File: src/rtl/snn_pkg.sv
// Shared SNN decode definitions: window length, time-field width and decoder states.
`ifndef TIME_PERIOD_DEF
`define TIME_PERIOD_DEF 16
`endif

package snn_pkg;

    localparam int unsigned SNN_TIME_PERIOD = `TIME_PERIOD_DEF;
    localparam int unsigned SNN_TIME_W      = $clog2(SNN_TIME_PERIOD);

    typedef enum logic [1:0] {
        ST_IDLE   = 2'd0,
        ST_WINDOW = 2'd1,
        ST_HOLD   = 2'd2
    } dec_state_e;

endpackage

File: src/rtl/spike_time_counter.sv
// Window time-step counter: clears to zero, counts up while enabled, flags the last step.
module spike_time_counter #(
    parameter int unsigned W        = 4,
    parameter int unsigned TERMINAL = 15
) (
    input  logic         clk,
    input  logic         rst,
    input  logic         clear_i,
    input  logic         enable_i,
    output logic [W-1:0] value_o,
    output logic         terminal_c
);

    logic [W-1:0] value_q;
    logic [W-1:0] value_d;

    always_comb begin
        value_d = value_q;
        if (clear_i) begin
            value_d = '0;
        end else if (enable_i) begin
            value_d = value_q + W'(1);
        end
    end

    always_ff @(posedge clk) begin
        if (rst) begin
            value_q <= '0;
        end else begin
            value_q <= value_d;
        end
    end

    assign value_o    = value_q;
    assign terminal_c = (value_q == W'(TERMINAL));

endmodule

File: src/rtl/spike_decoder.sv
// Temporal-code spike decoder: measures the leading run of high samples over one
// window and flags any violation of the "high then low" coding rule.
module spike_decoder
    import snn_pkg::*;
#(
    parameter int unsigned TIME_PERIOD = SNN_TIME_PERIOD
) (
    input  logic                           clk,
    input  logic                           rst,
    input  logic                           start,
    input  logic                           spike_in,
    input  logic                           out_ready,
    output logic                           busy,
    output logic [$clog2(TIME_PERIOD)-1:0] time_val,
    output logic                           out_valid,
    output logic [$clog2(TIME_PERIOD)-1:0] out_spike_time,
    output logic                           out_should_spike,
    output logic                           out_error
);

    localparam int unsigned W = $clog2(TIME_PERIOD);
    localparam logic [W-1:0] RUN_MAX = W'(TIME_PERIOD - 1);

    dec_state_e   state_q, state_d;
    logic         busy_q, busy_d;
    logic         valid_q, valid_d;
    logic         in_window_c, tc_c, first_c;
    logic [W-1:0] run_q, run_d, run_base_c;
    logic         low_q, low_d, low_base_c;
    logic         err_q, err_d, err_base_c;
    logic         should_q, should_d;
    logic [W-1:0] res_time_q;
    logic         res_should_q, res_err_q;

    assign in_window_c = (state_q == ST_WINDOW);

    spike_time_counter #(
        .W        (W),
        .TERMINAL (TIME_PERIOD - 1)
    ) u_counter (
        .clk        (clk),
        .rst        (rst),
        .clear_i    (!in_window_c || tc_c),
        .enable_i   (in_window_c),
        .value_o    (time_val),
        .terminal_c (tc_c)
    );

    // Next state plus the running decode; step 0 restarts the accumulators.
    always_comb begin
        state_d = state_q;
        busy_d  = 1'b0;
        valid_d = 1'b0;
        case (state_q)
            ST_IDLE:   if (start) state_d = ST_WINDOW;
            ST_WINDOW: if (tc_c) state_d = ST_HOLD;
            ST_HOLD:   if (out_ready) state_d = start ? ST_WINDOW : ST_IDLE;
            default:   state_d = ST_IDLE;
        endcase
        busy_d  = (state_d == ST_WINDOW);
        valid_d = (state_d == ST_HOLD);

        first_c    = (time_val == '0);
        run_base_c = first_c ? '0   : run_q;
        low_base_c = first_c ? 1'b0 : low_q;
        err_base_c = first_c ? 1'b0 : err_q;
        should_d   = first_c ? spike_in : should_q;
        low_d      = low_base_c | !spike_in;
        err_d      = err_base_c | (spike_in & low_base_c) | (spike_in & tc_c);
        run_d      = run_base_c;
        if (spike_in && !low_base_c && (run_base_c != RUN_MAX)) begin
            run_d = run_base_c + W'(1);
        end
    end

    always_ff @(posedge clk) begin
        if (rst) begin
            state_q      <= ST_IDLE;
            busy_q       <= 1'b0;
            valid_q      <= 1'b0;
            run_q        <= '0;
            low_q        <= 1'b0;
            err_q        <= 1'b0;
            should_q     <= 1'b0;
            res_time_q   <= '0;
            res_should_q <= 1'b0;
            res_err_q    <= 1'b0;
        end else begin
            state_q <= state_d;
            busy_q  <= busy_d;
            valid_q <= valid_d;
            if (in_window_c) begin
                run_q    <= run_d;
                low_q    <= low_d;
                err_q    <= err_d;
                should_q <= should_d;
            end
            // Results only move when a window completes.
            if (in_window_c && tc_c) begin
                res_time_q   <= run_d;
                res_should_q <= should_d;
                res_err_q    <= err_d;
            end
        end
    end

    assign busy             = busy_q;
    assign out_valid        = valid_q;
    assign out_spike_time   = res_time_q;
    assign out_should_spike = res_should_q;
    assign out_error        = res_err_q;

endmodule
File: config.mk
export PLATFORM = sky130hd
export DESIGN_NAME = spike_decoder
export DESIGN_NICKNAME = d
export VERILOG_FILES = /design/src/rtl/snn_pkg.sv /design/src/rtl/spike_time_counter.sv /design/src/rtl/spike_decoder.sv
export SDC_FILE = /design/constraint.sdc
export NUM_CORES = 1
export LEC_CHECK = 0
export ABC_AREA = 1
export CELL_PAD_IN_SITES_DETAIL_PLACEMENT = 0
export CELL_PAD_IN_SITES_GLOBAL_PLACEMENT = 1
export CORE_AREA = 2 2 67 50
export CTS_BUF_LIST = sky130_fd_sc_hd__clkbuf_4
export DETAILED_ROUTE_END_ITERATION = 10
export DIE_AREA = 0 0 69 52
export HOLD_SLACK_MARGIN = 0.12
export PLACE_DENSITY_LB_ADDON = 0.1
export SLEW_MARGIN = 0
export SYNTH_ARGS = -nofsm -noshare
export SYNTH_HDL_FRONTEND = slang
export SYNTH_SLANG_ARGS = --single-unit
File: constraint.sdc
create_clock -name clk -period 2.13 [get_ports clk]
set_input_delay 0.639 -clock clk [delete_from_list [all_inputs] [get_ports clk]]
set_output_delay 0.639 -clock clk [all_outputs]
set_load 0.05 [all_outputs]
==> summary.md <==
| Metric | Value |
|---|---|
| Most common cell after layout, fill and taps aside | `nand2_1` |
| Count of final hold-check violations | `0` |
| Reg-to-reg slack, setup | `210 ps` |
| Gr usage total | `0.153` |
| Nature of the critical path endpoint | `flip-flop` |
| Worst-Margin Slew | `507 ps` |
| Crit start category | `flip-flop` |
| RD Place Congestion | `0.840` |
| Placed Instances | `209` |
| Fin area | `1310 sq um` |
| Detail Route Antenna Nets | `0` |
| Ys Warns | `0` |
| DRC | `0` |
| Hold Crit Class | `flip-flop to flip-flop` |
| Sink Count | `21` |
| Clk pin slew, worst setup/hold paths | `120 ps` |
| Worst hold slack | `498 ps` |
| Worst hold endpoint | `u_counter.value_o[0]` |
| Max Freq | `521 MHz` |
| Hold_buf cts | `0` |
| # IOs | `17` |
| #FFs+latches synth | `21` |
| 1st-pass router iterations | `4` |
| HP Start | `u_counter.value_o[0]` |
| Main flop type after synthesis | `dfxtp_1` |
| Vias | `964` |
| Slowest stage delay, CP | `420 ps` |
| Hold Path Depth | `1` |
| Worst setup margin | `211 ps` |
| Critical-path maximum fanout | `8` |
| Row cnt | `17` |
| Peak VDD IR | `300 uV` |
| Largest net degree at the start of global routing | `16` |
| Reg2reg start | `u_counter.value_o[0]` |
| Diode count | `0` |
| Multi-input gate area | `532 sq um` |
| DIE HEIGHT | `52 um` |
| Netlist cell types | `19` |
| CP top delay family | `simple AND/OR/NAND/NOR gates` |
| Max-slew violation count | `0` |
| Starting density of the core | `0.369` |
| Final worst path period share | `0.901` |
| Sequential area share after synthesis | `0.383` |
| Fraction of registers with async set/reset | `0` |
| Mapped Area | `1100 sq um` |
| Max_cap viols | `0` |
| Period minus WS final | `1920 ps` |
| Total power | `0.720 mW` |
| Port-buffer cells | `16` |
| Syn nets | `164` |
| Relative slew slack | `0.661` |
| Status | `complete, no violations` |
| Drt via density | `4.53` |
| Crit-path cells | `inv_1 > ha_1 > nand2_2 > inv_1 > nor2_4 > ha_1 > nand2_1 > inv_1 > nand3_4 > nand3_4 > nand2_1 > nand3_1 > nand2_1 > inv_1` |
| Worst skew pair latency | `300 ps` |
| Number of global-route vias before repair | `977` |
| Req. time, crit path | `2390 ps` |
| DIE AREA | `3590 sq um` |
| Final TNS setup | `0 ps` |
| Final setup fails | `0` |
| Die W | `69 um` |
| CP most frequent cell | `inv_1` |
| # H-tree levels | `1` |
| Routed Wire Length | `2300 um` |
| Number of flops mapped to enable cells by yosys | `0` |
| First-pass GRT wire length | `4310 um` |
| P&R area growth vs syn | `19.6%` |
| Setup Skew | `1.75 ps` |
| Fin cells | `213` |
| Register area | `420 sq um` |
| R2r endpoint | `out_spike_time[3]` |
| Share of layout cells above drive strength 1 | `0.131` |
| DR iter-0 viols | `33` |
| CTS Buf Count | `3` |
| Placed cell areas | `1270 sq um` |
| Syn Area/Cell | `7.04 sq um` |
| DPL Wire Length | `1720 um` |
| Post-CTS Setup Inserts | `0` |
| Post-place setup slack | `236 ps` |
| Clock buffer depth | `2` |
| Worst r2r path cells | `14` |
| # fillers | `325` |
| Worst endpoint data arrival time | `2180 ps` |
| Post-Syn Instances | `156` |
| Slowest stage cell, crit path | `dfxtp_1` |
| Setup CP Type | `flip-flop to flip-flop` |
| GRT Residual Overflow | `0` |
| Power density cells | `548 nW/um^2` |
| Unrepaired setup endpoints after global routing | `no` |
| Root Buffer | `clkbuf_4` |
| Pleak | `0.719 nW` |
| CORE AREA | `2980 sq um` |
| CP Buf/Inv Count | `4` |
| Final nets | `184` |
| CTS tree | `built` |
| Layout Utilization | `0.441` |
| Avg WL per Cell | `10.8 um` |
| Most frequent cells in the layout | `31 x nand2_1, 28 x inv_1, 24 x nor2_1` |
| Crit path launch | `u_counter.value_o[0]` |
| Initial antenna violation count | `0` |
## registers in the layout (all words and copies together), names as in the netlist
signal             flops
busy                   1
err_q                  1
low_q                  1
out_error              1
out_should_spike       1
out_spike_time         4
out_valid              1
run_q                  4
should_q               1
state_q                2
u_counter.value_o      4
## routing by layer
layer | part of all wire | global-route usage | up-vias
met5 | 0 | 0 | -
met4 | 0.0052 | 0.0294 | 0
met3 | 0.027 | 0.0523 | 2
met2 | 0.43 | 0.245 | 9
met1 | 0.54 | 0.201 | 431
li1 | - | - | 522
## worst max path at each step
stage / end / cells after the start / slack [ps]
floorplan: out_spike_time[0] / 14 / 20
global placement: run_q[1] / 13 / 290
detailed placement: out_spike_time[3] / 14 / 240
CTS: out_spike_time[1] / 1 / 10
global route: out_spike_time[0] / 13 / 20
finish: out_spike_time[3] / 14 / 210
## cells in the mapped netlist, types with 2 or more instances
| master | instances | share of area |
|---|---|---|
| a21oi_1 | 8 | 0.036 |
| o21ai_0 | 4 | 0.018 |
| nor2_4 | 3 | 0.031 |
| inv_1 | 28 | 0.096 |
| nand3_4 | 2 | 0.032 |
| o211ai_1 | 4 | 0.027 |
| buf_6 | 3 | 0.031 |
| ha_1 | 3 | 0.034 |
| nand2_1 | 31 | 0.11 |
| nor2_1 | 24 | 0.082 |
| nand2_2 | 3 | 0.017 |
| nand3_1 | 16 | 0.073 |
| dfxtp_1 | 21 | 0.38 |
## cells by family after synthesis
logic type	synth area share
and+or+nand+nor	0.360
buffers and inverters	0.133
DFF	0.383
AOI/OAI and AO/OA	0.0820
adders and majority gates	0.0342
xor gates and xnor gates	0.00797
## where the power goes
| group | total (mW) | switching, mW | internal [mW] |
|---|---|---|---|
| logic | 0.104 | 0.0662 | 0.0375 |
| registers | 0.420 | 0.0119 | 0.408 |
| clock network | 0.197 | 0.127 | 0.0700 |
| total | 0.720 | 0.205 | 0.516 |
## repair_timing
action | in CTS | in global routing
resized for setup | 0 | 5
endpoints found under the setup margin | 0 | 5
hold endpoints to repair | 0 | 0
## layout make-up
cell class | instances | share of cell area
clock buffers | 3 | 0.0171
clock inverters | 1 | 0.00381
inverters | 29 | 0.0829
multi-input cells | 102 | 0.405
flip-flops and latches | 21 | 0.320
well taps | 38 | 0.0362
repair buffers | 19 | 0.135
Power figures use the tool's default switching activity.
